===== src/rtl/core_pkg.sv =====
// core_pkg: shared opcodes, FSM encoding, writeback and size codes for the RV32I core
package core_pkg;
  localparam logic [6:0] OP_LOAD    = 7'b0000011;
  localparam logic [6:0] OP_STORE   = 7'b0100011;
  localparam logic [6:0] OP_BRANCH  = 7'b1100011;
  localparam logic [6:0] OP_JAL     = 7'b1101111;
  localparam logic [6:0] OP_JALR    = 7'b1100111;
  localparam logic [6:0] OP_OP      = 7'b0110011;
  localparam logic [6:0] OP_OPIMM   = 7'b0010011;
  localparam logic [6:0] OP_AUIPC   = 7'b0010111;
  localparam logic [6:0] OP_LUI     = 7'b0110111;
  localparam logic [6:0] OP_MISCMEM = 7'b0001111;
  typedef enum logic [2:0] {
    FETCH  = 3'd0,
    DECODE = 3'd1,
    READ   = 3'd2,
    EXEC   = 3'd3,
    MEM    = 3'd4,
    WB     = 3'd5,
    TRAP   = 3'd7
  } state_t;
  localparam logic [1:0] WB_ALU = 2'b00;
  localparam logic [1:0] WB_MEM = 2'b01;
  localparam logic [1:0] WB_PC4 = 2'b10;
  localparam logic [1:0] BYTE = 2'b00;
  localparam logic [1:0] HALF = 2'b01;
  localparam logic [1:0] WORD = 2'b10;
  function automatic logic legal_op(input logic [6:0] op);
    return op inside {OP_LOAD, OP_STORE, OP_BRANCH, OP_JAL, OP_JALR,
                      OP_OP, OP_OPIMM, OP_AUIPC, OP_LUI, OP_MISCMEM};
  endfunction
  function automatic logic misaligned(input logic [1:0] sz, input logic [1:0] a);
    return (sz == HALF && a[0]) || (sz == WORD && a != 2'b00);
  endfunction
endpackage


===== src/rtl/imm_gen.sv =====
// imm_gen: RV32I immediate extraction (I/S/B/U/J) from the instruction word
module imm_gen (
  input  logic [31:7] ir,
  output logic [31:0] imm_i,
  output logic [31:0] imm_s,
  output logic [31:0] imm_b,
  output logic [31:0] imm_u,
  output logic [31:0] imm_j
);
  assign imm_i = {{20{ir[31]}}, ir[31:20]};
  assign imm_s = {{20{ir[31]}}, ir[31:25], ir[11:7]};
  assign imm_b = {{19{ir[31]}}, ir[31], ir[7], ir[30:25], ir[11:8], 1'b0};
  assign imm_u = {ir[31:12], 12'd0};
  assign imm_j = {{11{ir[31]}}, ir[31], ir[19:12], ir[20], ir[30:21], 1'b0};
endmodule


===== src/rtl/core_seq.sv =====
// core_seq: multi-cycle RV32I sequencer owning pc/ir; CORE_SEQ_PERF_CNT_EN adds cycle/instret counters
module core_seq
  import core_pkg::*;
#(
  parameter logic [31:0] RESET_PC = 32'h0000_0000,
  parameter int          ADDR_W   = 14
) (
  input  logic              clk,
  input  logic              reset,
  input  logic [31:0]       inst,
  input  logic [31:0]       alu_out,
  input  logic              cmp_out,
  output logic [31:0]       pc,
  output logic [31:0]       ir,
  output logic [ADDR_W-1:0] i_addr,
  output logic [ADDR_W-1:0] d_addr,
  output logic              ram_w_en,
  output logic              reg_w_en,
  output logic [1:0]        wb_sel,
  output logic [2:0]        state,
  output logic              retire,
  output logic              trap
`ifdef CORE_SEQ_PERF_CNT_EN
  ,
  output logic [31:0]       cycle_cnt,
  output logic [31:0]       instret_cnt
`endif
);
  state_t st, st_n;
  logic [ADDR_W-1:0] result;
  logic [31:0] tgt, pc_n, pc4, br_t, jmp_t;
  logic [31:0] imm_i, imm_s, imm_b, imm_u, imm_j;
  logic [6:0] op;
  logic is_jmp, is_ls, unused_imm;
  imm_gen u_imm (
    .ir(ir[31:7]),
    .imm_i(imm_i),
    .imm_s(imm_s),
    .imm_b(imm_b),
    .imm_u(imm_u),
    .imm_j(imm_j)
  );
  assign unused_imm = ^{imm_i, imm_s, imm_u};
  assign op = ir[6:0];
  assign is_jmp = op == OP_JAL || op == OP_JALR;
  assign is_ls = op == OP_LOAD || op == OP_STORE;
  assign pc4 = pc + 32'd4;
  assign br_t = cmp_out ? pc + imm_b : pc4;
  assign jmp_t = op == OP_JAL ? pc + imm_j : alu_out & ~32'd1;
  always_comb begin
    st_n = st;
    pc_n = pc;
    case (st)
      FETCH:  st_n = DECODE;
      DECODE: st_n = READ;
      READ:   st_n = legal_op(op) ? EXEC : TRAP;
      EXEC: begin
        st_n = (op == OP_BRANCH && br_t[1:0] != 2'b00) || (is_jmp && jmp_t[1:0] != 2'b00) ||
               (is_ls && misaligned(ir[13:12], alu_out[1:0])) ? TRAP :
               op == OP_BRANCH || op == OP_MISCMEM ? FETCH : is_ls ? MEM : WB;
        pc_n = st_n != FETCH ? pc : op == OP_BRANCH ? br_t : pc4;
      end
      MEM: begin
        st_n = op == OP_STORE ? FETCH : WB;
        pc_n = op == OP_STORE ? pc4 : pc;
      end
      WB: begin
        st_n = FETCH;
        pc_n = is_jmp ? tgt : pc4;
      end
      default: st_n = TRAP;
    endcase
  end
  always_ff @(posedge clk) begin
    if (reset) begin
      st <= FETCH;
      pc <= RESET_PC;
      ir <= '0;
      result <= '0;
      tgt <= '0;
    end else begin
      st <= st_n;
      pc <= pc_n;
      if (st == DECODE) ir <= inst;
      if (st == EXEC) begin
        result <= alu_out[ADDR_W-1:0];
        tgt <= jmp_t;
      end
    end
  end
  // every completing path (branch/fence, store, writeback) is exactly a transition back to FETCH
  assign retire = !reset && st_n == FETCH;
  assign ram_w_en = !reset && st == MEM && op == OP_STORE;
  assign reg_w_en = !reset && st == WB && ir[11:7] != 5'd0;
  assign wb_sel = op == OP_LOAD ? WB_MEM : is_jmp ? WB_PC4 : WB_ALU;
  assign state = st;
  assign trap = st == TRAP;
  assign i_addr = pc[ADDR_W-1:0];
  assign d_addr = result;
`ifdef CORE_SEQ_PERF_CNT_EN
  always_ff @(posedge clk) begin
    if (reset) begin
      cycle_cnt <= '0;
      instret_cnt <= '0;
    end else begin
      cycle_cnt <= cycle_cnt + 32'd1;
      instret_cnt <= instret_cnt + {31'd0, retire};
    end
  end
`endif
endmodule


===== config.mk =====
export PLATFORM = sky130hd
export DESIGN_NAME = core_seq
export DESIGN_NICKNAME = d
export VERILOG_FILES = /design/src/rtl/core_pkg.sv /design/src/rtl/imm_gen.sv /design/src/rtl/core_seq.sv
export SDC_FILE = /design/constraint.sdc
export NUM_CORES = 1
export LEC_CHECK = 0
export ABC_CLOCK_PERIOD_IN_PS = 5400
export BUFFER_PORTS_ARGS = -buffer_cell sky130_fd_sc_hd__buf_2
export CAP_MARGIN = 20
export CORE_MARGIN = 4
export CORE_UTILIZATION = 40
export CTS_BUF_LIST = sky130_fd_sc_hd__clkbuf_8
export DETAILED_ROUTE_END_ITERATION = 8
export GPL_ROUTABILITY_DRIVEN = 1
export PLACE_DENSITY_LB_ADDON = 0.3
export SLEW_MARGIN = 10
export SYNTH_ARGS = -nofsm -noshare
export SYNTH_HDL_FRONTEND = slang
export SYNTH_HIERARCHICAL = 1
export SYNTH_SLANG_ARGS = --single-unit

===== constraint.sdc =====
create_clock -name clk -period 5.4 [get_ports clk]
set_input_delay 0.81 -clock clk [delete_from_list [all_inputs] [get_ports clk]]
set_output_delay 0.81 -clock clk [all_outputs]
set_load 0.005 [all_outputs]

* Word level (Yosys, flattened, before mapping)
Index checks and enable logic that the tools add are counted.
Storage, ports and cells: flip-flop bits (word level) 113, output and inout port bits 101, logic and storage cells 70, input bits 67
Cells by class: muxes and demuxes 15, reductions and logical operators 27, add/subtract/negate cells 3, eq/ne operators 20
Operator list (number):
- $mux W32 | 6
- $pmux W32 S3 | 1
- $add A32 B32 Y32 | 2
- $add A32 B3 Y32 const B | 1
- $eq A7 B6 Y1 const B | 3
- $eq A7 B7 Y1 const B | 3
- $pmux W3 S6 | 1
- $eq A7 B5 Y1 const B | 2
- $mux W3 | 4
- $logic_and A1 B1 Y1 | 10
- $reduce_bool A10 Y1 | 1
- $eq A3 B3 Y1 const B | 3
- $eq A7 B2 Y1 const B | 1
- $eq A7 B4 Y1 const B | 1
- $eq A3 B2 Y1 const B | 2
- $logic_not A3 Y1 | 2
- $logic_or A1 B1 Y1 | 6
- $reduce_bool A2 Y1 | 3
- $reduce_bool A3 Y1 | 2
- $reduce_bool A5 Y1 | 1
- $mux W2 | 2
- $ne A2 B2 Y1 const B | 2
- $eq A3 B1 Y1 const B | 1
- $reduce_and A3 Y1 | 1
- 4 further kinds | 4

* Longest topological paths before layout
Gate-level depths: netlist of the first run.
word-level depth 10, gate-level depth with buffers 14

* By module
Netlist of the first run, hierarchy kept.
Modules (own cells, without submodules):
- core_seq | times used 1, cells an instance 1216, area an instance 8903.5 um^2
- imm_gen | times used 1, cells an instance 161, area an instance 1204.9 um^2

* Worst setup path before layout of the first run
Ideal clock, no wire load.
kind reg2reg, from register ir[31], to register pc[31], stages on the path, launching flop included 11, path buffers 1, data arrival time 3.840 ns, clock period less this slack 3.966 ns, path slack 1.434 ns, required time 5.274 ns, library setup time 0.126 ns, cell sequence dfxtp_1 > buf_4 > ha_1 > a21oi_2 > o21bai_1 > a211o_1 > or4_1 > a41oi_2 > mux2_2 > nand4_1 > a21oi_1
Between the ends: word-level cells in the longest chain between the ends 5
Ends and longest elaborated chain:
- start, declared | RTL line core_seq.sv:14 | output logic [31:0] ir,
- start signal, assigned | RTL line core_seq.sv:84 | if (st == DECODE) ir <= inst;
- $add A32 B32 Y32 | RTL line core_seq.sv:48 | assign br_t = cmp_out ? pc + imm_b : pc4;
- $mux W32 | RTL line core_seq.sv:48
- $mux W32 (2 in series) | RTL line core_seq.sv:61 | pc_n = st_n != FETCH ? pc : op == OP_BRANCH ? br_t : pc4;
- $pmux W32 S3 | RTL line core_seq.sv:53 | case (st)
- end signal, assigned | RTL line core_seq.sv:83 | pc <= pc_n;
- end, declared | RTL line core_seq.sv:13 | output logic [31:0] pc,
Every way passes these cells. The select of a mux whose other input is x is not followed. A chain may end at the register's enable or synchronous reset.

* Worst setup path after layout of the first run
from register pc[1], to output port retire
Between the ends: word-level cells in the longest chain between the ends 10, elaborated cells on any way between the ends 15, those cells by class add/sub (3); mux (4); reduce/logical (8)
Ends and longest elaborated chain:
- $add A32 B3 Y32 (tied with other cells) | RTL line core_seq.sv:47 | assign pc4 = pc + 32'd4;
- $mux W32 (on tied branches) | RTL line core_seq.sv:48, core_seq.sv:49
- $reduce_bool A2 Y1 | RTL line core_seq.sv:58 | st_n = (op == OP_BRANCH && br_t[1:0] != 2'b00) || (is_jmp && jmp_t[1:0] != 2'b00) ||
- $logic_and A1 B1 Y1 | RTL line core_seq.sv:58
- $logic_or A1 B1 Y1 (*) (2 in series) | RTL line core_seq.sv:58
- $mux W3 (*) | RTL line core_seq.sv:59 | (is_ls && misaligned(ir[13:12], alu_out[1:0])) ? TRAP :
- $pmux W3 S6 (*) | RTL line core_seq.sv:53
- $logic_not A3 Y1 (*) | RTL line core_seq.sv:92 | assign retire = !reset && st_n == FETCH;
- $logic_and A1 B1 Y1 (*) | RTL line core_seq.sv:92
- end, declared | RTL line core_seq.sv:21 | output logic retire,
Every way passes the cells marked *; elsewhere a longest branch is shown, timed or not.

==> results of run 1 <==
## worst max path at each step
stage	depth (start not counted)	to	startpoint
4_1_cts	11	retire	pc[1]$_SDFFE_PP0P_
6_report	11	retire	pc[1]$_SDFFE_PP0P_
5_1_grt	11	retire	pc[1]$_SDFFE_PP0P_
3_3_place_gp	11	retire	pc[1]$_SDFFE_PP0P_
2_1_floorplan	10	pc[31]$_SDFFE_PP0P_	ir[31]$_SDFFE_PP0P_
3_5_place_dp	11	retire	pc[1]$_SDFFE_PP0P_
## per-layer routing
| metal | vias up | track usage [%] | share of wire [%] |
|---|---|---|---|
| li1 | 4616 | - | - |
| met1 | 4488 | 33.35 | 47 |
| met2 | 396 | 35.23 | 43 |
| met3 | 44 | 4.797 | 8.1 |
| met4 | 0 | 6.592 | 2.0 |
| met5 | - | 0 | 0 |
## layout by cell type, fill, tap and decap left out, types with 4 or more instances in the layout
cell        instances
a311oi_1           10
clkinv_2            4
nand2_1           216
buf_4              14
a31oi_1            20
and2_1              5
nand2b_1            5
buf_2             166
o21ai_0            72
mux2i_1             8
a21o_1             29
nand4_1            17
clkbuf_8           20
or3_1               6
clkinvlp_4          4
o22ai_1             4
a221oi_1           16
xor2_1             25
a21oi_1           141
o211ai_1           12
nand3_1            36
inv_1              20
a211oi_1           20
o21bai_1            8
nor2b_1             9
xnor2_1            49
and4_1              4
nor2_1             94
nor3_1             19
o21a_1              8
ha_1               63
and3_1             20
dfxtp_1           113
## stage by stage
stage | util [%] | hold slack, ps | cell area [um^2] | worst slack (ps) | power [mW]
after global routing | 44.76 | 480.8 | 10230 | 1173 | 2.486
after global placement | 43.01 | 439.9 | 9827 | 1909 | 1.564
after CTS | 44.76 | 455.9 | 10230 | 1351 | 2.367
after floorplan | - | 432.3 | 9392 | 2193 | 1.417
final | 44.78 | 454.2 | 10230 | 1361 | 2.364
after detailed placement | 43.06 | 448.4 | 9838 | 1833 | 1.570
## worst max-delay path: cells and delay by family, from the launching register on
kind,cells,cell delay (ps)
adders and majority gates,1,480
buffers and inverters,3,640
AOI/OAI and AO/OA,3,670
DFF,1,440
and+or+nand+nor,4,550
## report_power, final
part           switching, mW  internal, mW  total [mW]
Combinational          0.347         0.227       0.574
Clock                  0.363         0.438       0.801
Sequential            0.0982         0.891       0.989
Total                  0.808          1.56        2.36
## layout make-up
cell class              instances  area share [%]
flip-flops and latches        113           22.11
clock inverters                11           1.113
clock buffers                  20           2.691
diodes                          1         0.02446
well taps                     313           3.828
inverters                      19          0.6972
repair buffers                181           9.259
multi-input cells             995           60.27
## registers in the layout, indices dropped and copies added (netlist names)
signal / cells
tgt: 32
pc: 32
state: 3
ir: 32
d_addr: 14
==> impl_metrics.toml, run 1 <==
[floorplanning]
chipWidth_um = 161.2
floorplan.die.height_um = 161.2
rows = 55
core_um2 = 22850
io_pins = 168
dieArea_um2 = 25980
initial_core_util_pct = 41.09

[synth]
synth_cells = 1281
yosys_warnings = 6
synth_area_um2 = 9388
syn_avg_cell_area_um2 = 7.328

[cts]
clock_path_buffers = 2
postCtsSetupRepairBufs = 0
cts_tree = "done"
insertion_delay_ps = 440
h-tree-depth = 4
postCtsHoldBufs = 0
cts_made_buffers = 17
cts-resized-gates = 0
cts_root_buffer = "clkbuf_8"
clk_pin_slew_ps = 70
cts_sinks = 113

[layout]
final_cells = 1653
drive_above_1_share_pct = 17.77
multi_input_area_um2 = 6166
layout-area-overhead-vs-synth_pct = 8.970
ff_latch_area_um2 = 2262
nFillCells = 2380
layout.nets = 1459

[sta]
finalCritPeriodShare_pct = 74.80
post-route-min-period_ps = 4039
hold_viol_final = 0
slew_headroom_pct = 47.15
slew_viol_final = 0
finClkSkew_ps = 11.68
max_freq_mhz = 247.6
setup_viol = 0
rsz0062_at_grt = "false"
worst_slew_pin_slew_ps = 791.1
tns_ps = 0

[critical_path]
worstPathCellList = "inv_1 > fa_1 > nand3b_1 > o311ai_0 > a221oi_1 > nor2_1 > and3_1 > o21ai_2 > buf_4 > nor2_2 > buf_2"
end_kind = "output pin"
start_kind = "flip-flop"
r2r_start = "pc[4]$_SDFFE_PP0P_"
worst-setup-path-type = "flip-flop to output pin"
crit_path_top_delay_cell = "fa_1"
required_ps = 4590
reg2reg_depth = 10
slowest_delay_ps = 480
r2r_slack_ps = 2100
cp.arrival_ps = 3230
reg2reg_to = "tgt[27]$_SDFFE_PP0P_"
path_max_fanout = 31

[pwr]
vdd_ir_drop_max_mv = 0.2061
p_per_area_nw_per_um2 = 231.1
leakage_nw = 4.579

[grt]
antenna_found_initial = 0
overflow = 0
grt_use_total_pct = 23.22
grt_pass1_vias = 8855
grt_pass1_wl_mm = 48.92
grt_max_degree = 69

[drt]
drtIter0Drc = 848
dr.pass1.iters = 7
postRouteAntennaNets = 0
wl_mm = 31.28
drc_errors = 0
wl_per_cell_um = 18.92
vias_per_cell = 5.774
num_vias = 9544

[outcome]
outcome = "finished, final reports clean"

[placement]
portBuffers = 167
dpl.hpwl_mm = 23.41
placedCellCount = 1621
place.gp.congestion = 0.9337

[min_path]
hold_path_class = "flip-flop to flip-flop"
holdPathEnd = "d_addr[5]$_SDFFE_PP0P_"
whs_path_depth = 2
hp-start = "d_addr[5]$_SDFFE_PP0P_"

[run]
drv_cap = 0
Note: power is estimated with default switching activity, not from simulation.
==> run 2, diff against run 1 <==
Settings changed: ABC_AREA set to 1, ABC_CLOCK_PERIOD_IN_PS 5400 to 3500.
Clock period 5.4 ns to 3.5 ns, I/O delays scaled along.
==> run 2 against run 1 <==
  * Wire length increased by 28%
  * First-iteration DRC count increased by 71%
  * Clock skew increased by 15 ps
  * Cell count increased by 45%
  * Design area increased by 19%
  * Synthesized area increased by 19%
  * Worst setup slack got worse by 1000 ps
  * Die area increased by 18%
  * Sequential power increased to 2.6 times the previous value
  * Sequential share of layout area decreased by 3.5 points
  * Clock power increased by 74%
  * Critical path type unchanged
  * Largest power group is now combinational logic
==> impl_metrics.toml, run 2 <==
[outcome]
outcome = "finished, final reports clean"

[critical_path]
worst-setup-path-type = "flip-flop to output pin"
start_kind = "flip-flop"
crit_buf_inv = 2
cp.arrival_ps = 2630
r2r_slack_ps = 800
r2r_start = "pc[1]$_SDFFE_PP0P_"
reg2reg_to = "tgt[28]$_SDFFE_PP0P_"
worst_path_most_repeated_cell = "nor2_1"
required_ps = 2970
reg2reg_depth = 12
crit_path_top_delay_cell = "fa_1"
crit_start = "pc[1]$_SDFFE_PP0P_"
end_kind = "output pin"
crit_cells = 11
cp_top_family = "simple AND/OR/NAND/NOR gates"
cp-endpoint = "retire"
slowest_delay_ps = 560
worstPathCellList = "inv_1 > fa_1 > nand2_1 > o21ai_0 > nor2_1 > nor2_1 > nand2_1 > nand2_2 > nand3_4 > nor2_1 > buf_2"
path_max_fanout = 14

[layout]
final_common_cell = "nand2_1"
drive_above_1_share_pct = 13.02
diodes = 0
layout.nets = 2139
final_cell_mix = "nand2_1, inv_1, nor2_1, a21oi_1, buf_2"
layout-area-overhead-vs-synth_pct = 9.465
largestRegisters = "ir x32, pc x32, tgt x32"

[synth]
synth_area_um2 = 11130
yosys_warnings = 6
synth_cells = 1932
syn_avg_cell_area_um2 = 5.761

[sta]
worst_hold_slack_ps = 309.7
max_freq_mhz = 317.4
finalCritPeriodShare_pct = 90.01
worst_slew_pin_slew_ps = 971.7
finClkSkew_ps = 26.44
slew_headroom_pct = 35.12
hold_viol_final = 0
rsz0062_at_grt = "false"
post-route-min-period_ps = 3150
setup_viol = 0
tns_ps = 0
slew_viol_final = 0

[floorplanning]
dieArea_um2 = 30560
floorplan.die.height_um = 174.8
initial_core_util_pct = 40.96
core_um2 = 27180
io_pins = 168
rows = 60
chipWidth_um = 174.8

[min_path]
hp-start = "alu_out[7]"
hold_path_class = "input pin to flip-flop"
whs_path_depth = 3

[cts]
postCtsHoldBufs = 0
clock_path_buffers = 2
cts_root_buffer = "clkbuf_8"
clk_pin_slew_ps = 90
cts_made_buffers = 17
cts_tree = "done"
insertion_delay_ps = 480
postCtsSetupRepairBufs = 0
h-tree-depth = 4
cts-resized-gates = 0
cts_sinks = 113

[grt]
grt_max_degree = 76
grt_pass1_vias = 11630
antenna_found_initial = 0
grt_pass1_wl_mm = 62.67
grt_use_total_pct = 25.52
overflow = 0

[placement]
place.gp.congestion = 0.9817
dpl.hpwl_mm = 31.79
portBuffers = 167

[pwr]
vdd_ir_drop_max_mv = 0.2908
p_total_mw = 9.324
p_per_area_nw_per_um2 = 765.2
leakage_nw = 6.095

[drt]
wl_mm = 40.16
drc_errors = 0
dr.pass1.iters = 5
wl_per_cell_um = 16.79
postRouteAntennaNets = 0
num_vias = 12780
vias_per_cell = 5.342
drtIter0Drc = 1454

[run]
drv_cap = 0
[run 2: routing by layer]
metal | track usage, % | wire, um | vias up
met2 | 41.46 | 18210 | 540
met3 | 3.916 | 3140 | 70
met5 | 0 | 0 | -
met1 | 34.89 | 17660 | 5882
met4 | 8.085 | 1159 | 0
li1 | - | - | 6287
[run 2: layout make-up]
type / count / area, um^2
Multi-Input combinational cell: 1431 / 7069
Clock buffer: 17 / 234.0
Fill cell: 3000 / 14990
Sequential cell: 113 / 2262
Inverter: 256 / 962.2
Clock inverter: 15 / 185.2
Timing Repair Buffer: 188 / 1006
Tap cell: 372 / 465.4
[run 2: how the worst min path moves through the flow]
stage / end / slack, ps
after detailed placement: pc[1]$_SDFFE_PP0P_ / 460
after CTS: d_addr[7]$_SDFFE_PP0P_ / 280
after global placement: pc[1]$_SDFFE_PP0P_ / 450
final: d_addr[7]$_SDFFE_PP0P_ / 310
after global routing: d_addr[4]$_SDFFE_PP0P_ / 310
after floorplan: pc[0]$_SDFFE_PP0P_ / 440
[run 2: report_power, final]
group | total (mW) | switching, mW | internal, mW
combinational | 5.35 | 3.44 | 1.92
clock | 1.39 | 0.720 | 0.671
sequential | 2.58 | 0.851 | 1.73
total | 9.32 | 5.01 | 4.32
[run 2: stage by stage]
| step | std cells | util (%) | setup WS, ps | area [um^2] |
|---|---|---|---|---|
| after global placement | 2359 | 43.22 | 923.8 | 11750 |
| after global routing | 2392 | 44.83 | 123.0 | 12180 |
| final | 2392 | 44.83 | 349.5 | 12180 |
| after CTS | 2391 | 44.76 | 343.3 | 12160 |
| after detailed placement | 2359 | 43.22 | 901.3 | 11750 |
| after floorplan | 1933 | - | 1015 | 11130 |
[run 2: worst min-delay path, cell delays in order]
cell    delay [ps]
buf_2          100
nor2_1          40
nor2_1          80
==> run 3, diff against run 2 <==
Settings changed: ABC_CLOCK_PERIOD_IN_PS 3500 to 3550.
Clock period 3.5 ns to 3.55 ns, I/O delays scaled along.
==> run 3 against run 2 <==
  * Worst setup slack better by 98 ps
  * First-iteration DRC count down 19%
  * Sequential cell count unchanged
  * Register-to-register slack better by 120 ps
  * Sequential share of layout area about the same
  * Via count down 2.4%
  * Cell count down 0.21%
  * Clock skew down 4.1 ps
  * Utilization down 0.060 points
  * Hold slack better by 4.6 ps
  * Critical path type unchanged
  * Largest power group unchanged
==> impl_metrics.toml, run 3 (same netlist as run 2, synthesis figures left out) <==
[sta]
max_freq_mhz = 322.3
slew_headroom_pct = 35.07
setup_viol = 0
fin_ws_ps = 447.7
tns_ps = 0
hold_viol_final = 0
finalCritPeriodShare_pct = 87.39
post-route-min-period_ps = 3102
rsz0062_at_grt = "false"
worst_slew_pin_slew_ps = 972.5
slew_viol_final = 0
finClkSkew_ps = 22.30

[layout]
drive_above_1_share_pct = 12.80
layout-area-overhead-vs-synth_pct = 9.319
diodes = 0
final_cell_mix = "nand2_1, inv_1, nor2_1, a21oi_1, buf_2"
final_area_um2 = 12170
nFillCells = 3005
layout.nets = 2134
final_common_cell = "nand2_1"
largestRegisters = "ir x32, pc x32, tgt x32"

[critical_path]
worst-setup-path-type = "flip-flop to output pin"
cp.arrival_ps = 2570
slowest_delay_ps = 560
worst_path_most_repeated_cell = "nand2_1"
worstPathCellList = "inv_1 > fa_1 > nand3b_1 > nand3_1 > nand2_1 > nand2_1 > nand2_2 > nand3_4 > nor2_1 > buf_2"
required_ps = 3020
end_kind = "output pin"
path_max_fanout = 19
crit_path_top_delay_cell = "fa_1"
r2r_slack_ps = 920
start_kind = "flip-flop"

[cts]
h-tree-depth = 4
postCtsSetupRepairBufs = 0
postCtsHoldBufs = 0
cts_root_buffer = "clkbuf_8"
cts_tree = "done"
clk_pin_slew_ps = 90
cts_sinks = 113
cts_made_buffers = 17
clock_path_buffers = 2
insertion_delay_ps = 480
cts-resized-gates = 0

[placement]
place.gp.congestion = 0.9904
pre_cts_ws_ps = 934.0
dpl.hpwl_mm = 32.74
postPlaceCellArea_um2 = 11720
portBuffers = 167

[pwr]
p_per_area_nw_per_um2 = 756.3
leakage_nw = 6.082
vdd_ir_drop_max_mv = 0.2796

[grt]
antenna_found_initial = 0
grt_pass1_vias = 11680
overflow = 0
grt_pass1_wl_mm = 63.11
grt_use_total_pct = 25.85
grt_max_degree = 65

[drt]
drc_errors = 0
wl_per_cell_um = 17.12
num_vias = 12470
wl_mm = 40.87
dr.pass1.iters = 6
drtIter0Drc = 1181
vias_per_cell = 5.225
postRouteAntennaNets = 0

[min_path]
hold_path_class = "input pin to flip-flop"

[run]
drv_cap = 0

[floorplanning]
core_um2 = 27180
dieArea_um2 = 30560
initial_core_util_pct = 40.96
rows = 60
io_pins = 168
chipWidth_um = 174.8
floorplan.die.height_um = 174.8

[outcome]
outcome = "finished, final reports clean"
[run 3: changes by cell type in the layout (fill, tap and decap cells not counted)]
cell / before / now
buf_4: 20 / 14
clkinv_4: 0 / 2
buf_16: 0 / 1
clkinvlp_4: 1 / 0
inv_6: 7 / 6
[run 3: metal layers]
metal  global-route usage [%]  vias up  wire length, um
met5                        0        -                0
met4                    8.707        0             1272
met1                    34.77     5644            18390
li1                         -     6277                -
met3                    4.392       82             2945
met2                    42.12      469            18260
[run 3: critical path, delay by kind of cell, from the launching register on]
family | cells | cell delay [ps]
adders and majority gates | 1 | 560
buffers and inverters | 2 | 270
DFF | 1 | 430
and+or+nand+nor | 7 | 840
[run 3: path summary, 6_finish.rpt]
| kind | from | endpoint | cells past startpoint |
|---|---|---|---|
| worst max-delay path | pc[1]$_SDFFE_PP0P_ | retire | 10 |
| worst min-delay path | alu_out[2] | d_addr[2]$_SDFFE_PP0P_ | 3 |
| worst max register to register | ir[1]$_SDFFE_PP0P_ | pc[12]$_SDFFE_PP0P_ | 13 |
| worst min register to register | tgt[28]$_SDFFE_PP0P_ | tgt[28]$_SDFFE_PP0P_ | 2 |
[run 3: power breakdown]
| part | switching [mW] | internal (mW) | leakage (nW) |
|---|---|---|---|
| Sequential | 0.879 | 1.70 | 0.924 |
| Combinational | 3.35 | 1.89 | 4.94 |
| Clock | 0.722 | 0.662 | 0.216 |
| Total | 4.95 | 4.25 | 6.08 |
[run 3: layout make-up]
class | count | area, um^2 | share of cell area, %
clock inverter | 15 | 186.4 | 1.532
multi-input combinational | 1431 | 7069 | 58.10
tap | 372 | 465.4 | 3.825
clock buffer | 17 | 234.0 | 1.923
inverter | 256 | 962.2 | 7.907
sequential | 113 | 2262 | 18.59
timing repair buffer | 183 | 988.4 | 8.123
[run 3: per-stage QoR]
stage	util, %	hold WS [ps]	cells	power (mW)
after CTS	44.67	304.6	2386	9.059
after global placement	43.13	453.1	2354	7.622
after floorplan	-	440.5	1933	6.322
final	44.77	314.3	2387	9.202
after detailed placement	43.13	456.3	2354	7.672
after global routing	44.77	324.9	2387	9.928
